--- src/rtl/n1s_n0s_pkg.sv ---
// n1s_n0s_pkg -- sequencer state encoding and default run width, shared with the detector bench.
// Rev 1.0
`default_nettype none

package n1s_n0s_pkg;

  localparam int WIDTH_DEFAULT = 16;

  typedef enum logic [2:0] {
    S_IDLE   = 3'd0,
    S_CONFIG = 3'd1,
    S_SHIFT  = 3'd2,
    S_DRAIN  = 3'd3,
    S_DONE   = 3'd4
  } state_t;

endpackage

`default_nettype wire

--- src/rtl/n1s_n0s_seq_if.sv ---
// n1s_n0s_seq_if -- run-control and detector-facing signal bundle of the sequencer.
// Rev 1.0
`default_nettype none

interface n1s_n0s_seq_if #(
  parameter int WIDTH = n1s_n0s_pkg::WIDTH_DEFAULT
);
  localparam int CW = $clog2(WIDTH) + 1;

  logic             start;
  logic [3:0]       n_in;
  logic [WIDTH-1:0] pattern;
  logic             led_in;
  logic [3:0]       n;
  logic             save;
  logic             w;
  logic             busy;
  logic             done;
  logic             err;
  logic [CW-1:0]    hit_count;

  modport master (
    output start, n_in, pattern, led_in,
    input  n, save, w, busy, done, err, hit_count
  );

  modport slave (
    input  start, n_in, pattern, led_in,
    output n, save, w, busy, done, err, hit_count
  );

endinterface

`default_nettype wire

--- src/rtl/n1s_n0s_seq_piso.sv ---
// piso_shift -- parallel-in serial-out register with load and shift enables, MSB first.
// Rev 1.0
`default_nettype none

module piso_shift #(
  parameter int WIDTH = 16
) (
  input  wire logic             clk,
  input  wire logic             rst,
  input  wire logic             load,
  input  wire logic             shift,
  input  wire logic [WIDTH-1:0] din,
  output logic                  sout,
  output logic                  sout_next
);

  logic [WIDTH-1:0] q;

  always_ff @(posedge clk or posedge rst) begin
    if (rst) begin
      q <= '0;
    end else if (load) begin
      q <= din;
    end else if (shift) begin
      q <= {q[WIDTH-2:0], 1'b0};
    end
  end

  // sout_next lets the owner register the bit that becomes MSB after this shift
  assign sout      = q[WIDTH-1];
  assign sout_next = q[WIDTH-2];

endmodule

`default_nettype wire

--- src/rtl/n1s_n0s_seq.sv ---
// n1s_n0s_seq -- configures a run-length detector, streams a pattern into it and counts its hits.
// Rev 1.0
`default_nettype none

module n1s_n0s_seq
  import n1s_n0s_pkg::*;
#(
  parameter int WIDTH = WIDTH_DEFAULT
) (
  input  wire logic clk,
  input  wire logic rst,
  n1s_n0s_seq_if.slave bus
);

  localparam int BW = $clog2(WIDTH);
  localparam int CW = $clog2(WIDTH) + 1;
  localparam logic [BW-1:0] LAST_BIT = BW'(WIDTH - 1);
  localparam logic [CW-1:0] HIT_MAX  = CW'(WIDTH);

  state_t          state;
  logic [BW-1:0]   bit_cnt;
  logic [CW-1:0]   hits;
  logic [3:0]      n_reg;
  logic            save_reg;
  logic            w_reg;
  logic            busy_reg;
  logic            done_reg;
  logic            err_reg;
  logic            accept;
  logic            shift_en;
  logic            count_en;
  logic            ser_msb;
  logic            ser_next;

  assign accept   = (state == S_IDLE) && bus.start && (bus.n_in != 4'd0);
  assign shift_en = (state == S_SHIFT);
  // led_in trails w by one cycle, so SHIFT cycle 0 still shows stale detector state
  assign count_en = bus.led_in &&
                    (((state == S_SHIFT) && (bit_cnt != '0)) || (state == S_DRAIN));

  piso_shift #(
    .WIDTH (WIDTH)
  ) u_piso (
    .clk       (clk),
    .rst       (rst),
    .load      (accept),
    .shift     (shift_en),
    .din       (bus.pattern),
    .sout      (ser_msb),
    .sout_next (ser_next)
  );

  always_ff @(posedge clk or posedge rst) begin
    if (rst) begin
      state    <= S_IDLE;
      bit_cnt  <= '0;
      hits     <= '0;
      n_reg    <= 4'd0;
      save_reg <= 1'b0;
      w_reg    <= 1'b0;
      busy_reg <= 1'b0;
      done_reg <= 1'b0;
      err_reg  <= 1'b0;
    end else begin
      save_reg <= 1'b0;
      done_reg <= 1'b0;
      if (count_en && (hits != HIT_MAX)) begin
        hits <= hits + 1'b1;
      end
      case (state)
        S_IDLE: begin
          w_reg <= 1'b0;
          if (bus.start) begin
            busy_reg <= 1'b1;
            hits     <= '0;
            if (bus.n_in != 4'd0) begin
              n_reg    <= bus.n_in;
              err_reg  <= 1'b0;
              save_reg <= 1'b1;
              state    <= S_CONFIG;
            end else begin
              err_reg  <= 1'b1;
              done_reg <= 1'b1;
              state    <= S_DONE;
            end
          end
        end
        S_CONFIG: begin
          bit_cnt <= '0;
          w_reg   <= ser_msb;
          state   <= S_SHIFT;
        end
        S_SHIFT: begin
          bit_cnt <= bit_cnt + 1'b1;
          if (bit_cnt == LAST_BIT) begin
            w_reg <= 1'b0;
            state <= S_DRAIN;
          end else begin
            w_reg <= ser_next;
          end
        end
        S_DRAIN: begin
          done_reg <= 1'b1;
          state    <= S_DONE;
        end
        S_DONE: begin
          busy_reg <= 1'b0;
          state    <= S_IDLE;
        end
        default: begin
          busy_reg <= 1'b0;
          w_reg    <= 1'b0;
          state    <= S_IDLE;
        end
      endcase
    end
  end

  assign bus.n         = n_reg;
  assign bus.save      = save_reg;
  assign bus.w         = w_reg;
  assign bus.busy      = busy_reg;
  assign bus.done      = done_reg;
  assign bus.err       = err_reg;
  assign bus.hit_count = hits;

endmodule

`default_nettype wire

--- src/flat_wrapper.sv ---
// flat-port wrapper written by rule: the top's interface ports become plain ports
module n1s_n0s_seq_flat import n1s_n0s_pkg::*;
#(
  parameter int WIDTH = WIDTH_DEFAULT
)
  (clk, rst, bus_start, bus_n_in, bus_pattern, bus_led_in, bus_n, bus_save, bus_w, bus_busy, bus_done, bus_err, bus_hit_count);
  n1s_n0s_seq_if #(.WIDTH(WIDTH)) bus_i ();
  input  wire logic clk;
  input  wire logic rst;
  input wire logic [$bits(bus_i.start)-1:0] bus_start;
  input wire logic [$bits(bus_i.n_in)-1:0] bus_n_in;
  input wire logic [$bits(bus_i.pattern)-1:0] bus_pattern;
  input wire logic [$bits(bus_i.led_in)-1:0] bus_led_in;
  output wire logic [$bits(bus_i.n)-1:0] bus_n;
  output wire logic [$bits(bus_i.save)-1:0] bus_save;
  output wire logic [$bits(bus_i.w)-1:0] bus_w;
  output wire logic [$bits(bus_i.busy)-1:0] bus_busy;
  output wire logic [$bits(bus_i.done)-1:0] bus_done;
  output wire logic [$bits(bus_i.err)-1:0] bus_err;
  output wire logic [$bits(bus_i.hit_count)-1:0] bus_hit_count;
  assign bus_i.start = bus_start;
  assign bus_i.n_in = bus_n_in;
  assign bus_i.pattern = bus_pattern;
  assign bus_i.led_in = bus_led_in;
  assign bus_n = bus_i.n;
  assign bus_save = bus_i.save;
  assign bus_w = bus_i.w;
  assign bus_busy = bus_i.busy;
  assign bus_done = bus_i.done;
  assign bus_err = bus_i.err;
  assign bus_hit_count = bus_i.hit_count;
  n1s_n0s_seq #(.WIDTH(WIDTH)) u_core (.clk(clk), .rst(rst), .bus(bus_i));
endmodule
--- config.mk ---
export PLATFORM = sky130hd
export DESIGN_NAME = n1s_n0s_seq_flat
export DESIGN_NICKNAME = d
export VERILOG_FILES = /design/src/rtl/n1s_n0s_pkg.sv /design/src/rtl/n1s_n0s_seq_if.sv /design/src/rtl/n1s_n0s_seq_piso.sv /design/src/rtl/n1s_n0s_seq.sv /design/src/flat_wrapper.sv
export SDC_FILE = /design/constraint.sdc
export NUM_CORES = 1
export LEC_CHECK = 0
export ABC_AREA = 1
export CAP_MARGIN = 15
export CORE_MARGIN = 2
export CORE_UTILIZATION = 54
export CTS_CLUSTER_DIAMETER = 60
export DETAILED_ROUTE_END_ITERATION = 10
export GPL_ROUTABILITY_DRIVEN = 0
export PLACE_DENSITY = 0.92
export SYNTH_ARGS = -nofsm -noshare
export SYNTH_HDL_FRONTEND = slang
export SYNTH_HIERARCHICAL = 1
export SYNTH_SLANG_ARGS = --single-unit
--- constraint.sdc ---
create_clock -name clk -period 2.9 [get_ports clk]
set_input_delay 0.87 -clock clk [delete_from_list [all_inputs] [get_ports clk]]
set_output_delay 0.87 -clock clk [all_outputs]
set_load 0.03 [all_outputs]
==> impl_metrics.ini, run 1 <==
[cts]
cts_tree = built
cts_buffer_depth = 2
numClockSinks = 37
worstSkewPairLatency_ns = 0.35
ctsHoldBuffers = 0
root_buffer = clkbuf_4
clk_pin_slew_ns = 0.11
cts_buffers = 5
htree_num_levels = 2
post_cts.repair.setup_buffers = 0
cts_resized = 0

[timing]
slew_viol_final = 0
setup_viol = 0
hold_violations = 0
min_period_ns = 2.36
max_freq_mhz = 423
rsz0062_at_grt = false
tns_ns = 0
fin_crit_sh_pct = 81.5
skew_ns = 0.00723
max_slew.worst_pin.slew_ns = 0.768
slew_headroom_pct = 48.7

[global_routing]
gr-usage-met2_pct = 35.2
grt.met1_usage_pct = 24.3
use_met3_pct = 5.59
grt_max_degree = 22
antenna_found_initial = 0
grt_usage_pct = 20.3
overflow = 0
grt_busiest_layer = met2
grt_pass1_wl_mm = 6.18
grt_pass1_vias = 1451

[drt]
routed_wl_mm = 3.57
firstDrtPassIters = 4
drt_iter0_markers = 98
post_drt_wl_per_cell_um = 11.7
via_count = 1579
antenna_left = 0
vias_per_cell = 5.16
drc = 0

[synthesis]
synth_most_common_cell = nand2_1
synth_edf_count = 0
synthXorXnorAreaFrac_pct = 0
synth.cell_area_um2 = 1840
synth-compound-area-share_pct = 6.18
postSynthCellCount = 221
synth.area.mux_share_pct = 0
synth-adder-area-share_pct = 2.72
ys_seq_area_share_pct = 50.3
synth_top_area_cell = dfrtp_1
synthesis.nets = 249
ys_types = 23
ys_warn_count = 6
synth_area_leaders = dfrtp_1 (50%), nand2_1 (13%), nand3_1 (12%), inv_1 (4.7%), ha_1 (2.7%)
synth_top_area_share_pct = 50.3
synthTopCellsByCount = nand2_1 (62), nand3_1 (43), dfrtp_1 (37), inv_1 (23), nor2_1 (13)
synth-async-reset-ratio_pct = 100
synth_seq_cells = 37
synth_top_family_by_area = simple AND/OR/NAND/NOR gates
synthSimpleGateAreaFrac_pct = 31.7
synthFlopType = dfrtp_1
avgSynthCellArea_um2 = 8.33

[pwr]
p_comb_share_pct = 47.6
seqPwrFrac_pct = 40.3
vdd_drop_max_uv = 478
p_per_area_nw_per_um2 = 943
p_int_mw = 1.19
swShare_pct = 44.1
switching_power_mw = 0.941
power_leakage_nw = 1.12
p_clk_share_pct = 12.2

[layout]
area_growth_pct = 22.9
nNetsFinal = 287
post-route-util_pct = 68.4
drive_gt1_share_pct = 9.23
final_cell_area_um2 = 2260
multi_input_area_um2 = 747
regMostFlops = u_core/u_piso/q
antenna_cells = 0
regArea_um2 = 926
n_fill_cell = 285
largest_reg_flops = 16

[run_status]
status = complete, no violations

[worst_setup_path]
critPathTopFamily = buffers and inverters
r2r_end = u_core/u_piso/q[11]$_DFFE_PP0P_
start_kind = flop
cp_cell_sequence = clkdlybuf4s50_1
critical_path_depth = 1
reg2regPathDepth = 10
required_ns = 2.03
critPathSlowestCell = clkdlybuf4s50_1
cp-end-kind = output port
endpoint = bus_hit_count[0]
critPathLaunch = u_core/bus.hit_count[0]$_DFF_PP0_
slowest_delay_ns = 0.70
path_buf_inv = 1
criticalPathCategory = reg2out
r2r-start = u_core/state[1]$_DFFE_PP0P_
worst-r2r-setup-slack_ns = 1.05
critPathArrivalTime_ns = 1.49
cp_max_fo = 6

[placement]
placed_area_um2 = 2210
dpl.hpwl_mm = 2.73
numPortBuffers = 37

[floorplanning]
die_area_um2 = 3890
die_w_um = 62.4
start_util_pct = 55.6
core_area_um2 = 3310
num_io_pins = 38
die_h_um = 62.4
rows = 21

[hold_path]
hold_path.class = reg2reg

[flow_run]
drv_cap = 0
-- final cells by class --
type	instances	area share (%)
inverters	27	4.59
well taps	46	2.54
clock buffers	6	1.82
clock inverters	2	0.442
multi-input cells	150	33.0
repair buffers	38	16.7
flip-flops and latches	37	40.9
-- through the flow --
step                      setup slack, ns  total power [mW]  cells  hold WS (ns)
after floorplan                     0.960              1.64    221         0.443
after global placement              0.380              1.85    298         0.463
after detailed placement            0.307              1.89    298         0.468
after CTS                           0.513              2.15    306         0.498
after global routing                0.457              2.30    306         0.513
final                               0.536              2.13    306         0.497
-- cell usage in the layout (no fill, tap or decap), types with 2 or more instances in the layout --
cell,count
nand3_1,43
dfrtp_1,37
clkinv_2,2
o21ai_2,4
nand4_1,3
a21oi_1,5
clkdlybuf4s50_1,37
clkbuf_4,5
nand2_1,62
o21ai_0,6
nor2_1,13
inv_1,23
ha_1,4
inv_2,3
nand2_2,3
-- routing by layer --
layer / share of wire [%] / up-vias / routed length, um
met5: 0 / - / 0
met2: 52 / 48 / 1860
met4: 1.4 / 0 / 51
li1: - / 781 / -
met1: 42 / 743 / 1500
met3: 4.6 / 7 / 164
-- worst min path at each step --
stage | slack, ns | cells past startpoint | endpoint | from
detailed placement | 0.47 | 2 | u_core/u_piso/q[0]$_DFFE_PP0P_ | u_core/u_piso/q[0]$_DFFE_PP0P_
finish | 0.50 | 2 | u_core/u_piso/q[8]$_DFFE_PP0P_ | u_core/u_piso/q[8]$_DFFE_PP0P_
global route | 0.51 | 2 | u_core/u_piso/q[1]$_DFFE_PP0P_ | u_core/u_piso/q[1]$_DFFE_PP0P_
global placement | 0.46 | 2 | u_core/u_piso/q[0]$_DFFE_PP0P_ | u_core/u_piso/q[0]$_DFFE_PP0P_
floorplan | 0.44 | 2 | u_core/u_piso/q[0]$_DFFE_PP0P_ | u_core/u_piso/q[0]$_DFFE_PP0P_
CTS | 0.50 | 2 | u_core/u_piso/q[1]$_DFFE_PP0P_ | u_core/u_piso/q[1]$_DFFE_PP0P_
-- cells by family after synthesis --
kind of cell / count (synthesis)
AND/OR/NAND/NOR: 128
adder cells (fa/ha/maj): 4
AO/OA/AOI/OAI: 18
flip-flops: 37
buffers and inverters: 34
-- power groups by stage --
| stage | combinational (mW) | clock, mW | sequential, mW |
|---|---|---|---|
| after detailed placement | 1.02 | 0 | 0.871 |
| after CTS | 1.03 | 0.270 | 0.859 |
| final | 1.01 | 0.260 | 0.859 |
| after global placement | 0.985 | 0 | 0.862 |
| after floorplan | 0.670 | 0 | 0.967 |
| after global routing | 1.13 | 0.292 | 0.885 |
Note: power is estimated with default switching activity, not from simulation.
==> inputs of run 2 (changes only) <==
--- a/config.mk
+++ b/config.mk
@@ -8,11 +8,11 @@
 export ABC_AREA = 1
 export CAP_MARGIN = 15
 export CORE_MARGIN = 2
-export CORE_UTILIZATION = 54
+export CORE_UTILIZATION = 50
 export CTS_CLUSTER_DIAMETER = 60
 export DETAILED_ROUTE_END_ITERATION = 10
 export GPL_ROUTABILITY_DRIVEN = 0
-export PLACE_DENSITY = 0.92
+export PLACE_DENSITY = 0.86
 export SYNTH_ARGS = -nofsm -noshare
 export SYNTH_HDL_FRONTEND = slang
 export SYNTH_HIERARCHICAL = 1
==> constraint.sdc (replaced) <==
create_clock -name clk -period 2.38 [get_ports clk]
set_input_delay 0.714 -clock clk [delete_from_list [all_inputs] [get_ports clk]]
set_output_delay 0.714 -clock clk [all_outputs]
set_load 0.03 [all_outputs]
==> impl_metrics.ini, run 2 (same netlist as run 1, synthesis figures left out) <==
[run_status]
status = complete, no violations

[worst_setup_path]
endpoint = bus_hit_count[0]
cp_cell_sequence = clkdlybuf4s50_1
worst-r2r-setup-slack_ns = 0.77
cp_max_fo = 6
cp-end-kind = output port
r2r-start = u_core/state[0]$_DFFE_PP0P_
r2r_end = u_core/u_piso/q[5]$_DFFE_PP0P_
critPathSlowestCell = clkdlybuf4s50_1
start_kind = flop
slowest_delay_ns = 0.70
critical_path_depth = 1
criticalPathCategory = reg2out
critPathTopFamily = buffers and inverters
critPathLaunch = u_core/bus.hit_count[0]$_DFF_PP0_
critPathArrivalTime_ns = 1.43
reg2regPathDepth = 10
required_ns = 1.67
path_buf_inv = 1

[cts]
worstSkewPairLatency_ns = 0.28
clk_pin_slew_ns = 0.07
cts_resized = 0
post_cts.repair.setup_buffers = 0
htree_num_levels = 2
cts_tree = built
ctsHoldBuffers = 0
root_buffer = clkbuf_8
cts_buffers = 5
cts_buffer_depth = 2
numClockSinks = 37

[timing]
fin_hold_ws_ns = 0.484
max_freq_mhz = 467
tns_ns = 0
slew_headroom_pct = 60.6
setup_viol = 0
min_period_ns = 2.14
skew_ns = 0.00653
rsz0062_at_grt = false
slew_viol_final = 0
fin_crit_sh_pct = 89.9
setup_ws_ns = 0.240
max_slew.worst_pin.slew_ns = 0.591
hold_violations = 0

[layout]
final_cell_area_um2 = 2320
antenna_cells = 0
mostFrequentLayoutCells = nand2_1 (62), nand3_1 (43), clkdlybuf4s50_1 (37), dfrtp_1 (37), inv_1 (23)
regMostFlops = u_core/u_piso/q
final_common_cell = nand2_1
largest_reg_flops = 16
nNetsFinal = 289
drive_gt1_share_pct = 9.58
area_growth_pct = 25.7

[placement]
placed_area_um2 = 2230
numPortBuffers = 37
dp_slack_ns = 0.228
dpl.hpwl_mm = 2.57

[floorplanning]
num_io_pins = 38
start_util_pct = 51.1
die_area_um2 = 4180
die_w_um = 64.7
die_h_um = 64.7
rows = 22
core_area_um2 = 3610

[pwr]
p_per_area_nw_per_um2 = 1180
p_total_mw = 2.73
power_leakage_nw = 1.14
vdd_drop_max_uv = 751

[drt]
antenna_left = 0
via_count = 1521
post_drt_wl_per_cell_um = 11.3
vias_per_cell = 4.92
firstDrtPassIters = 4
drt_iter0_markers = 46
drc = 0
routed_wl_mm = 3.49

[global_routing]
grt_pass1_wl_mm = 6.24
grt_max_degree = 22
antenna_found_initial = 0
grt_pass1_vias = 1503
grt_usage_pct = 19.5
overflow = 0

[hold_path]
hold_path.class = reg2reg
worstHoldStart = u_core/bus.busy$_DFFE_PP0P_

[flow_run]
drv_cap = 0
==> run 2: changes by cell type in the layout (fill, tap and decap cells not counted) <==
cell / change
clkinv_2: -2
clkbuf_8: +6
buf_4: +2
clkbuf_4: -5
==> run 2: area by class of cell <==
class,instances,area (um^2)
fillers,320,1290
flip-flops and latches,37,926
multi-input cells,150,747
repair buffers,40,393
inverters,27,104
clock buffers,7,86.3
well taps,48,60.1
==> run 2: where the power goes <==
group / total [mW] / internal, mW / switching, mW
logic: 1.24 / 0.471 / 0.774
registers: 1.05 / 0.881 / 0.169
clock network: 0.431 / 0.229 / 0.202
==> run 2: how the worst min path moves through the flow <==
stage                                           to  depth (start not counted)
global placement    u_core/u_piso/q[0]$_DFFE_PP0P_                          2
detailed placement  u_core/u_piso/q[9]$_DFFE_PP0P_                          2
floorplan           u_core/u_piso/q[0]$_DFFE_PP0P_                          2
global route           u_core/bus.n[3]$_DFFE_PP0P_                          2
finish                 u_core/bus.busy$_DFFE_PP0P_                          2
CTS                 u_core/u_piso/q[0]$_DFFE_PP0P_                          2
==> run 2: per-layer routing <==
| metal | share of wire [%] | routed length (um) | GRT usage [%] | vias up |
|---|---|---|---|---|
| li1 | - | - | - | 786 |
| met1 | 45 | 1570 | 22.9 | 705 |
| met2 | 50 | 1750 | 34.4 | 26 |
| met3 | 3.5 | 123 | 3.99 | 4 |
| met4 | 1.3 | 46 | 8.78 | 0 |
| met5 | 0 | 0 | 0 | - |
==> run 2: per-stage QoR <==
step	cells	util, %
floorplan	221	-
global placement	302	61.8
detailed placement	302	61.8
CTS	309	64.2
global route	309	64.2
finish	309	64.2
==> inputs of run 3 (changes only) <==
--- a/config.mk
+++ b/config.mk
@@ -8,11 +8,11 @@
 export ABC_AREA = 1
 export CAP_MARGIN = 15
 export CORE_MARGIN = 2
-export CORE_UTILIZATION = 50
+export CORE_UTILIZATION = 46
 export CTS_CLUSTER_DIAMETER = 60
 export DETAILED_ROUTE_END_ITERATION = 10
 export GPL_ROUTABILITY_DRIVEN = 0
-export PLACE_DENSITY = 0.86
+export PLACE_DENSITY = 0.84
 export SYNTH_ARGS = -nofsm -noshare
 export SYNTH_HDL_FRONTEND = slang
 export SYNTH_HIERARCHICAL = 1
==> constraint.sdc (replaced) <==
create_clock -name clk -period 1.8 [get_ports clk]
set_input_delay 0.54 -clock clk [delete_from_list [all_inputs] [get_ports clk]]
set_output_delay 0.54 -clock clk [all_outputs]
set_load 0.03 [all_outputs]
==> impl_metrics.ini, run 3 (same netlist as run 1, synthesis figures left out) <==
[pwr]
p_per_area_nw_per_um2 = 1510
p_total_mw = 3.63
vdd_drop_max_uv = 728
power_leakage_nw = 1.25

[timing]
setup_viol = 0
slew_viol_final = 0
min_period_ns = 1.69
skew_ns = 0.00575
rsz0062_at_grt = false
slew_headroom_pct = 73.3
max_slew.worst_pin.slew_ns = 0.400
fin_hold_ws_ns = 0.476
hold_violations = 0
max_freq_mhz = 592
fin_crit_sh_pct = 93.8

[floorplanning]
num_io_pins = 38
rows = 22
die_w_um = 67.3
die_h_um = 67.3
core_area_um2 = 3740
start_util_pct = 49.2
die_area_um2 = 4530

[layout]
antenna_cells = 0
final_cell_area_um2 = 2400
regMostFlops = u_core/u_piso/q
nNetsFinal = 300
n_fill_cell = 315
largest_reg_flops = 16
drive_gt1_share_pct = 13.9
final_common_cell = nand2_1
mostFrequentLayoutCells = nand2_1 (62), nand3_1 (43), dfrtp_1 (37)
area_growth_pct = 30.1
post-route-util_pct = 64.0

[worst_setup_path]
start_kind = input pin
critPathArrivalTime_ns = 1.85
cp_max_fo = 15
required_ns = 1.96
critPathSlowestCell = clkdlybuf4s50_1
criticalPathCategory = in2reg
slowest_delay_ns = 0.46
cp_cell_sequence = clkdlybuf4s50_1 > inv_1 > nand4_1 > nand2_2 > inv_1 > inv_2 > nand3_1 > nand3_1
cp-end-kind = flop

[drt]
drt_iter0_markers = 39
firstDrtPassIters = 4
via_count = 1575
vias_per_cell = 4.91
routed_wl_mm = 3.54
drc = 0
antenna_left = 0
post_drt_wl_per_cell_um = 11.0

[cts]
cts_buffer_depth = 2
numClockSinks = 37
cts_buffers = 5
root_buffer = clkbuf_8
cts_tree = built
worstSkewPairLatency_ns = 0.28
htree_num_levels = 2
ctsHoldBuffers = 0
clk_pin_slew_ns = 0.07

[global_routing]
grt_max_degree = 22
antenna_found_initial = 0
grt_usage_pct = 18.2
overflow = 0
grt_pass1_wl_mm = 6.27
grt_pass1_vias = 1474

[placement]
dpl.hpwl_mm = 2.68
numPortBuffers = 37
placed_area_um2 = 2310

[flow_run]
drv_cap = 0

[run_status]
status = complete, no violations

[hold_path]
hold_path.class = reg2reg
run 3: changes by cell type in the layout (fill, tap and decap cells not counted), sizes merged:
cell / delta
clkinv: +1
clkdlybuf4s50: -14
buf: +11
dlygate4sd2: +14
run 3: cell type report:
cell class                      count  area, um^2  area share [%]
Clock buffer                        7        96.3            4.02
Sequential cell                    37         926            38.6
Clock inverter                      1        5.00           0.209
Multi-Input combinational cell    150         747            31.2
Inverter                           27         104            4.33
Timing Repair Buffer               51         458            19.1
Tap cell                           48        60.1            2.51
run 3: timing repair:
| item | in CTS | in global routing |
|---|---|---|
| buffers inserted | 0 | 0 |
| resized for setup | 14 | 0 |
| setup endpoints to repair | 14 | 0 |
run 3: metal layers:
metal  vias up  GRT usage [%]  part of all wire (%)
li1        802              -                     -
met1       728           22.8                    44
met2        45           30.3                    51
met3         0           5.83                   5.3
met4         0           5.10                     0
met5         -              0                     0
run 3: path summary, 6_finish.rpt:
path	start	slack, ns	cells past startpoint	to
setup / recovery	bus_n_in[1]	0.11	8	u_core/u_piso/q[12]$_DFFE_PP0P_
hold / removal	u_core/bus.n[0]$_DFFE_PP0P_	0.48	2	u_core/bus.n[0]$_DFFE_PP0P_
setup reg to reg	u_core/state[1]$_DFFE_PP0P_	0.19	10	u_core/u_piso/q[12]$_DFFE_PP0P_
hold reg to reg	u_core/bus.n[0]$_DFFE_PP0P_	0.48	2	u_core/bus.n[0]$_DFFE_PP0P_
max in group asynchronous	rst	0.97	3	u_core/bus.n[1]$_DFFE_PP0P_
min in group asynchronous	rst	0.59	3	u_core/u_piso/q[13]$_DFFE_PP0P_
run 3: power by group:
group	total (mW)	internal (mW)	switching (mW)	leakage (nW)
registers	1.38	1.16	0.211	0.474
clock network	0.623	0.346	0.277	0.0542
logic	1.63	0.596	1.03	0.718
run 3: critical path, delay by kind of cell:
family / cells / cell delay (ns)
and+or+nand+nor: 4 / 0.39
buffers and inverters: 4 / 0.91
run 3: metrics by stage:
step / worst slack, ns / std cells / TNS, ns
6_report: 0.111 / 321 / 0
5_1_grt: 0.00354 / 321 / 0
4_1_cts: 0.110 / 321 / 0
3_5_place_dp: -0.190 / 313 / -2.48
3_3_place_gp: -0.108 / 313 / -1.43
2_1_floorplan: 0.190 / 221 / 0
